--- config.mk ---
export PLATFORM = sky130hd
export DESIGN_NAME = uart_apb_master_flat
export DESIGN_NICKNAME = d
export VERILOG_FILES = /design/src/rtl/uart_apb_master_if.sv /design/src/rtl/uart_apb_master.sv /design/src/flat_wrapper.sv
export SDC_FILE = /design/constraint.sdc
export NUM_CORES = 1
export LEC_CHECK = 0
export CAP_MARGIN = 15
export CORE_MARGIN = 2
export CORE_UTILIZATION = 56
export DETAILED_ROUTE_END_ITERATION = 8
export DONT_BUFFER_PORTS = 1
export MAX_ROUTING_LAYER = met4
export PLACE_DENSITY_LB_ADDON = 0.2
export SETUP_SLACK_MARGIN = 0.2
export SLEW_MARGIN = 20
export SYNTH_ARGS = -nofsm -noshare
export SYNTH_HDL_FRONTEND = slang
export SYNTH_SLANG_ARGS = --single-unit
export TNS_END_PERCENT = 1
--- constraint.sdc ---
create_clock -name PCLK -period 2.31 [get_ports PCLK]
set_clock_uncertainty 0.1 [all_clocks]
set_input_delay 0.231 -clock PCLK [delete_from_list [all_inputs] [get_ports PCLK]]
set_output_delay 0.231 -clock PCLK [all_outputs]
set_load 0.03 [all_outputs]
--- src/rtl/uart_apb_master_if.sv ---
// rtl/uart_apb_master_if.sv - command/response stream and APB3 bus bundle for uart_apb_master
interface uart_apb_master_if #(
  parameter int ADDR_W = 32,
  parameter int DATA_W = 32
) ();
  // command stream
  logic              cmd_valid;
  logic              cmd_ready;
  logic              cmd_write;
  logic [ADDR_W-1:0] cmd_addr;
  logic [DATA_W-1:0] cmd_wdata;
  // response stream
  logic              rsp_valid;
  logic              rsp_ready;
  logic [DATA_W-1:0] rsp_rdata;
  logic              rsp_err;
  logic              rsp_timeout;
  // APB3 bus
  logic [ADDR_W-1:0] PADDR;
  logic              PSEL;
  logic              PENABLE;
  logic              PWRITE;
  logic [DATA_W-1:0] PWDATA;
  logic [DATA_W-1:0] PRDATA;
  logic              PREADY;
  logic              PSLVERR;

  // initiator side: accepts commands, returns responses, drives the APB bus
  modport master (
    input  cmd_valid, cmd_write, cmd_addr, cmd_wdata,
    output cmd_ready,
    output rsp_valid, rsp_rdata, rsp_err, rsp_timeout,
    input  rsp_ready,
    output PADDR, PSEL, PENABLE, PWRITE, PWDATA,
    input  PRDATA, PREADY, PSLVERR
  );

  // environment side: command source, response sink and APB slave
  modport slave (
    output cmd_valid, cmd_write, cmd_addr, cmd_wdata,
    input  cmd_ready,
    input  rsp_valid, rsp_rdata, rsp_err, rsp_timeout,
    output rsp_ready,
    input  PADDR, PSEL, PENABLE, PWRITE, PWDATA,
    output PRDATA, PREADY, PSLVERR
  );
endinterface

--- src/rtl/uart_apb_master.sv ---
// rtl/uart_apb_master.sv - APB3 initiator turning a valid/ready command stream into single transfers
module uart_apb_master #(
  parameter int ADDR_W  = 32,
  parameter int DATA_W  = 32,
  parameter int TIMEOUT = 256
) (
  input  logic             PCLK,
  input  logic             PRESETn,
  uart_apb_master_if.master bus
);

  // Counter only needs to reach TIMEOUT-1; the terminal count ends the transfer.
  localparam int CW = (TIMEOUT > 0) ? $clog2(TIMEOUT + 1) : 1;
  localparam logic [CW-1:0] CNT_LAST = CW'((TIMEOUT > 0) ? TIMEOUT - 1 : 0);

  typedef enum logic [1:0] {
    IDLE   = 2'd0,
    SETUP  = 2'd1,
    ACCESS = 2'd2
  } state_e;

  state_e            state_q, state_d;
  logic [ADDR_W-1:0] paddr_q, paddr_d;
  logic              pwrite_q, pwrite_d;
  logic [DATA_W-1:0] pwdata_q, pwdata_d;
  logic [CW-1:0]     cnt_q, cnt_d;
  logic              rsp_valid_q, rsp_valid_d;
  logic [DATA_W-1:0] rsp_rdata_q, rsp_rdata_d;
  logic              rsp_err_q, rsp_err_d;
  logic              rsp_timeout_q, rsp_timeout_d;

  logic cmd_ready;
  logic accept;

  // A new command is only taken when idle and the response slot is free or being drained.
  assign cmd_ready = (state_q == IDLE) & (~rsp_valid_q | bus.rsp_ready);
  assign accept    = bus.cmd_valid & cmd_ready;

  assign bus.cmd_ready   = cmd_ready;
  assign bus.PSEL        = (state_q != IDLE);
  assign bus.PENABLE     = (state_q == ACCESS);
  assign bus.PADDR       = paddr_q;
  assign bus.PWRITE      = pwrite_q;
  assign bus.PWDATA      = pwdata_q;
  assign bus.rsp_valid   = rsp_valid_q;
  assign bus.rsp_rdata   = rsp_rdata_q;
  assign bus.rsp_err     = rsp_err_q;
  assign bus.rsp_timeout = rsp_timeout_q;

  // Next-state logic: APB phase sequencing, wait-state counting and response capture.
  always_comb begin
    state_d       = state_q;
    paddr_d       = paddr_q;
    pwrite_d      = pwrite_q;
    pwdata_d      = pwdata_q;
    cnt_d         = cnt_q;
    rsp_valid_d   = rsp_valid_q;
    rsp_rdata_d   = rsp_rdata_q;
    rsp_err_d     = rsp_err_q;
    rsp_timeout_d = rsp_timeout_q;

    if (rsp_valid_q && bus.rsp_ready) begin
      rsp_valid_d = 1'b0;
    end

    case (state_q)
      IDLE: begin
        if (accept) begin
          paddr_d  = bus.cmd_addr;
          pwrite_d = bus.cmd_write;
          pwdata_d = bus.cmd_wdata;
          state_d  = SETUP;
        end
      end
      SETUP: begin
        cnt_d   = '0;
        state_d = ACCESS;
      end
      ACCESS: begin
        // A ready slave wins over an expiring timeout in the same cycle.
        if (bus.PREADY) begin
          rsp_valid_d   = 1'b1;
          rsp_rdata_d   = pwrite_q ? '0 : bus.PRDATA;
          rsp_err_d     = bus.PSLVERR;
          rsp_timeout_d = 1'b0;
          state_d       = IDLE;
        end else if ((TIMEOUT != 0) && (cnt_q == CNT_LAST)) begin
          rsp_valid_d   = 1'b1;
          rsp_rdata_d   = '0;
          rsp_err_d     = 1'b1;
          rsp_timeout_d = 1'b1;
          state_d       = IDLE;
        end else if (TIMEOUT != 0) begin
          cnt_d = cnt_q + 1'b1;
        end
      end
      default: begin
        state_d = IDLE;
      end
    endcase
  end

  // State and datapath registers; reset drops the bus and discards any pending response.
  always_ff @(posedge PCLK or negedge PRESETn) begin
    if (!PRESETn) begin
      state_q       <= IDLE;
      paddr_q       <= '0;
      pwrite_q      <= 1'b0;
      pwdata_q      <= '0;
      cnt_q         <= '0;
      rsp_valid_q   <= 1'b0;
      rsp_rdata_q   <= '0;
      rsp_err_q     <= 1'b0;
      rsp_timeout_q <= 1'b0;
    end else begin
      state_q       <= state_d;
      paddr_q       <= paddr_d;
      pwrite_q      <= pwrite_d;
      pwdata_q      <= pwdata_d;
      cnt_q         <= cnt_d;
      rsp_valid_q   <= rsp_valid_d;
      rsp_rdata_q   <= rsp_rdata_d;
      rsp_err_q     <= rsp_err_d;
      rsp_timeout_q <= rsp_timeout_d;
    end
  end

endmodule

--- src/flat_wrapper.sv ---
// flat-port wrapper written by rule: the top's interface ports become plain ports
module uart_apb_master_flat 
#(
  parameter int ADDR_W  = 32,
  parameter int DATA_W  = 32,
  parameter int TIMEOUT = 256
)
  (PCLK, PRESETn, bus_cmd_valid, bus_cmd_write, bus_cmd_addr, bus_cmd_wdata, bus_cmd_ready, bus_rsp_valid, bus_rsp_rdata, bus_rsp_err, bus_rsp_timeout, bus_rsp_ready, bus_PADDR, bus_PSEL, bus_PENABLE, bus_PWRITE, bus_PWDATA, bus_PRDATA, bus_PREADY, bus_PSLVERR);
  uart_apb_master_if #(.ADDR_W(ADDR_W), .DATA_W(DATA_W)) bus_i ();
  input  logic PCLK;
  input  logic PRESETn;
  input wire logic [$bits(bus_i.cmd_valid)-1:0] bus_cmd_valid;
  input wire logic [$bits(bus_i.cmd_write)-1:0] bus_cmd_write;
  input wire logic [$bits(bus_i.cmd_addr)-1:0] bus_cmd_addr;
  input wire logic [$bits(bus_i.cmd_wdata)-1:0] bus_cmd_wdata;
  output wire logic [$bits(bus_i.cmd_ready)-1:0] bus_cmd_ready;
  output wire logic [$bits(bus_i.rsp_valid)-1:0] bus_rsp_valid;
  output wire logic [$bits(bus_i.rsp_rdata)-1:0] bus_rsp_rdata;
  output wire logic [$bits(bus_i.rsp_err)-1:0] bus_rsp_err;
  output wire logic [$bits(bus_i.rsp_timeout)-1:0] bus_rsp_timeout;
  input wire logic [$bits(bus_i.rsp_ready)-1:0] bus_rsp_ready;
  output wire logic [$bits(bus_i.PADDR)-1:0] bus_PADDR;
  output wire logic [$bits(bus_i.PSEL)-1:0] bus_PSEL;
  output wire logic [$bits(bus_i.PENABLE)-1:0] bus_PENABLE;
  output wire logic [$bits(bus_i.PWRITE)-1:0] bus_PWRITE;
  output wire logic [$bits(bus_i.PWDATA)-1:0] bus_PWDATA;
  input wire logic [$bits(bus_i.PRDATA)-1:0] bus_PRDATA;
  input wire logic [$bits(bus_i.PREADY)-1:0] bus_PREADY;
  input wire logic [$bits(bus_i.PSLVERR)-1:0] bus_PSLVERR;
  assign bus_i.cmd_valid = bus_cmd_valid;
  assign bus_i.cmd_write = bus_cmd_write;
  assign bus_i.cmd_addr = bus_cmd_addr;
  assign bus_i.cmd_wdata = bus_cmd_wdata;
  assign bus_cmd_ready = bus_i.cmd_ready;
  assign bus_rsp_valid = bus_i.rsp_valid;
  assign bus_rsp_rdata = bus_i.rsp_rdata;
  assign bus_rsp_err = bus_i.rsp_err;
  assign bus_rsp_timeout = bus_i.rsp_timeout;
  assign bus_i.rsp_ready = bus_rsp_ready;
  assign bus_PADDR = bus_i.PADDR;
  assign bus_PSEL = bus_i.PSEL;
  assign bus_PENABLE = bus_i.PENABLE;
  assign bus_PWRITE = bus_i.PWRITE;
  assign bus_PWDATA = bus_i.PWDATA;
  assign bus_i.PRDATA = bus_PRDATA;
  assign bus_i.PREADY = bus_PREADY;
  assign bus_i.PSLVERR = bus_PSLVERR;
  uart_apb_master #(.ADDR_W(ADDR_W), .DATA_W(DATA_W), .TIMEOUT(TIMEOUT)) u_core (.PCLK(PCLK), .PRESETn(PRESETn), .bus(bus_i));
endmodule
# Word level (Yosys, flattened, before mapping)
# Index checks and enable logic that the tools add are counted.
# Widths: inputs -> output; s select.
# totals
register_bits	111
latch_bits	0
ramBits	0
mem_bits_ro	0
in_bits	103
out_inout_bits	103
wordCells	47
n_memories	0
# op_classes
addsub	1
multipliers	0
div_mod_pow	0
magnitude_cmp	0
eq_ne	7
shift	0
n_mux	17
bitwise_logic	4
n_reduce_logical	9
# ops
cell	n
$mux 32	3
$mux 9	2
$pmux 9 s2	1
$add 9x1->9 const B	1
$eq 9x8->1 const B	1
$mux 1	7
$mux 2	3
$pmux 2 s3	1
$reduce_and 2->1	3
$reduce_bool 2->1	3
$ne 2x2->1 const B	2
$ne 3x1->1 const B	1
$reduce_and 3->1	1
$and 1x1->1	2
$eq 2x1->1 const B	1
$eq 2x2->1 const B	1
$logic_not 2->1	1
$ne 2x1->1 const B	1
$logic_and 1x1->1	1
$not 1->1	1
$or 1x1->1	1

# Logic depth before layout (Yosys ltp)
# logic_depth
word_depth	6
ltp_mapped	10
depth_no_buf	8

# Least setup slack after synthesis
# No wires, ideal clock.
# synth_path
path_kind	reg-to-reg
startpoint	register u_core.cnt_q[0]
endpoint	register u_core.cnt_q[5]
setup_ns	0.140
arrival_time_ns	2.096
required_time_ns	2.070
slack_ns	-0.026
path_stages_with_launch	10
path_buffers	1
period_less_slack_ns	2.336
path_cell_list	dfrtp_1 ha_1 and2_1 nand2_1 nor2_1 ha_1 or4b_1 clkbuf_2 o311ai_0 o41ai_1
# synth_via
elab_chain_cells	4
word_cells_on_any_way	7
classes_between	1 x add/sub; 2 x eq/ne; 3 x mux; 1 x reduce/logical
# synth_lines
item	line	source
start, declared	uart_apb_master.sv:26	logic [CW-1:0] cnt_q, cnt_d;
start signal, assigned	uart_apb_master.sv:120	cnt_q <= cnt_d;
$add 9x1->9	uart_apb_master.sv:94	cnt_d = cnt_q + 1'b1;
$mux 9	uart_apb_master.sv:87	end else if ((TIMEOUT != 0) && (cnt_q == CNT_LAST)) begin
$mux 9	uart_apb_master.sv:81	if (bus.PREADY) begin
$pmux 9 s2	uart_apb_master.sv:66	case (state_q)
# Several ways; a longest one is shown, not always the timed one. The select of a mux whose other input is x is not followed.
# A chain may end at the register's enable or synchronous reset.

# Worst setup path after layout
# layout_path
startpoint	register u_core.cnt_q[0]
endpoint	register u_core.cnt_q[7]
# The elaborated chain is that of the path after synthesis.

==> impl_metrics.ini <==
[status]
run_status = complete, but fails checks
violations = hold timing

[timing]
fmax_mhz = 471.7
period_minus_slack_ns = 2.120
worstMarginPinSlew_ns = 0.4012
slew_violations = 0
relSlewSlack_pct = 73.25
rsz0062_at_grt = true
hold_slack_ns = -0.5479
setup_viol_count_final = 0
post-route-period-util_pct = 91.77
finalHoldViolations = 111

[yosys]
yosysWarnings = 0
ys_types = 29
yosys.area.top_type_share_pct = 66.09
yosysTopAreaCell = dfrtp_1
async_reset_ff_share_pct = 100.0
yosysSeqAreaShare_pct = 66.09
synth_edf_count = 0
syn_area_per_cell_sq_um = 15.01
syn_nets = 385
ys_ff_latch = 111
synthTopCellsByArea = dfrtp_1 (66%), mux2_2 (17%), a22o_1 (6.7%), mux2i_1 (0.95%), nand3_1 (0.95%)
synth_area_sq_um = 4203
syn_inst = 280
synth_flop_cell = dfrtp_1

[routing]
num_vias = 2835
drtIter0Drc = 124
viasPerCell = 5.727
drt-wirelength-per-cell_microns = 20.97
drc_errors = 0
ant_nets = 0
dr.pass1.iters = 6
finalWirelength_microns = 10380

[layout]
antenna_cells = 0
layout.cells.most_common = dfrtp_1
mostFrequentLayoutCells = dfrtp_1 (111), dlygate4sd3_1 (100), mux2_2 (65), a22o_1 (32), buf_4 (15)
nets = 498
stdcell_area_sq_um = 5635
area_delta_synth_final_pct = 34.09
drive_above_1_share_pct = 27.53

[setup_path]
arrival_ns = 2.26
crit_path_max_fanout = 5
cp.required_ns = 2.45
reg2reg_from = u_core.cnt_q[0]
worstSetupEndpointType = flop
r2r_slack_ns = 0.19
start_kind = flop
worstSetupStartpoint = u_core.cnt_q[0]
setup.worst_path.class = flop to flop

[power_and_ir_drop]
vdd_ir_drop_max_v = 0.0007644
p_int_mw = 4.276
seqPwrFrac_pct = 64.1
p_clk_share_pct = 13.1
power_switching_mw = 3.764
pwr-share-comb_pct = 22.9
swShare_pct = 46.81
p_leak_nw = 2.476
pwr_density_cell_nw_per_um2 = 1427
finalPower_mw = 8.039

[clock_tree]
cts-buffers-inserted = 9
cts_tree = done
cts_hold_buf = 100
cts_max_path_buffers = 2
clk_pin_slew_worst_paths_ns = 0.11
clockRootBuffer = clkbuf_8
htree_levels = 3
cts.sinks = 111
clk-insertion-delay-late_ns = 0.35

[global_route]
grt_max_degree = 112
antenna_found_initial = 0
use_met3_pct = 5.593
track_usage_pct = 25.77
grt_pass1_vias = 3025
top_usage_layer = met2
met2_usage_pct = 44.59
grt_pass1_wl_microns = 16050
grt_overflow = 0
met1_usage_pct = 29.95

[placed_design]
placed_area_sq_um = 4389
hpwl_microns = 5836
place.gp.congestion = 0.7831
io_buffers = 0

[floorplanning]
die_area_sq_um = 8214
initial_core_util_pct = 57.94
core_sq_um = 7253
fp.dieH_microns = 90.63
num_rows = 31
dieWidth_microns = 90.63
num_io_pins = 206

[hold_path]
hold_class = primary input to async pin

[run]
drv_cap = 0
## worst max-delay path: stages (launching register included)
cell and delay (ns):
dfrtp_1 0.39, ha_2 0.19, and2_4 0.14, nand2_2 0.07, nor2_2 0.04, ha_2 0.20
or4b_4 0.54, o311ai_2 0.23, o41ai_1 0.11
## timing repair
item                                   4_1_cts  5_1_grt
endpoints found under the hold margin      211      111
gates cloned                                 1        0
gates resized for setup                      7        1
setup buffers                                3        1
setup endpoints to repair                    9        9
pin swaps                                    6        2
## cell type report
| cell class | count | area (sq um) |
|---|---|---|
| clock inverters | 5 | 45.04 |
| flip-flops and latches | 111 | 2778 |
| repair buffers | 117 | 1154 |
| inverters | 6 | 22.52 |
| fillers | 411 | 1618 |
| clock buffers | 9 | 123.9 |
| well taps | 99 | 123.9 |
| multi-input cells | 148 | 1389 |
## cell usage after synthesis (all sizes together) (2+ instances only)
library cell,count
nand2b,2
o41ai,2
nor2,4
ha,2
a22o,32
nand3,8
o21ai,4
buf,7
dfrtp,111
nand2,8
and2,2
mux2,65
a21oi,3
clkbuf,9
mux2i,4
inv,6
o311ai,2
## cell families (layout without fill, tap and decap cells)
| group | count (synthesis) | after routing | share of synthesized area, % |
|---|---|---|---|
| AND/OR/NAND/NOR | 29 | 30 | 3.543 |
| AO/OA/AOI/OAI | 47 | 47 | 9.050 |
| buffers and inverters | 22 | 137 | 2.352 |
| flip-flops | 111 | 111 | 66.09 |
| multiplexers | 69 | 69 | 18.37 |
| adder cells (fa/ha/maj) | 2 | 2 | 0.5953 |
## sequential cells by signal, summed over array words and instances, names as in the netlist
name and flops:
u_core.bus.PADDR 32, u_core.bus.PWDATA 32, u_core.bus.PWRITE 1, u_core.bus.rsp_err 1
u_core.bus.rsp_rdata 32, u_core.bus.rsp_timeout 1, u_core.bus.rsp_valid 1, u_core.cnt_q 9
u_core.state_q 2
## metal layers
metal	up-vias	routed length, microns
met2	148	5489
met3	16	778
met5	-	0
met4	0	197
met1	1436	3912
li1	1235	-
## power groups by stage
stage                     clock network (mW)  logic (mW)  registers [mW]
after floorplan                            0        1.35            4.94
final                                   1.05        1.84            5.15
after CTS                               1.06        1.79            5.13
after global placement                     0        1.55            5.15
after global routing                    1.14        1.98            5.25
after detailed placement                   0        1.62            5.16
## worst paths after layout
path | to | cells after the start
max | u_core.cnt_q[7] | 8
min | u_core.bus.rsp_rdata[16] | 0
max reg2reg | u_core.cnt_q[7] | 8
min reg2reg | u_core.cnt_q[6] | 1
max in group asynchronous | u_core.bus.PADDR[17] | 0
min in group PCLK | u_core.cnt_q[5] | 2
## per-stage QoR
stage	cells	TNS, ns	hold WS [ns]	worst slack [ns]	utilization (%)
floorplan	280	0	-0.1646	0.08894	-
global placement	376	0	-0.1623	0.01659	60.51
detailed placement	376	-0.1125	-0.1617	-0.06655	60.51
CTS	494	0	-0.5630	0.1344	77.51
global route	495	0	-0.5757	0.1350	77.70
finish	495	0	-0.5479	0.1902	77.70
No activity file was read; power rests on OpenSTA's default activity.
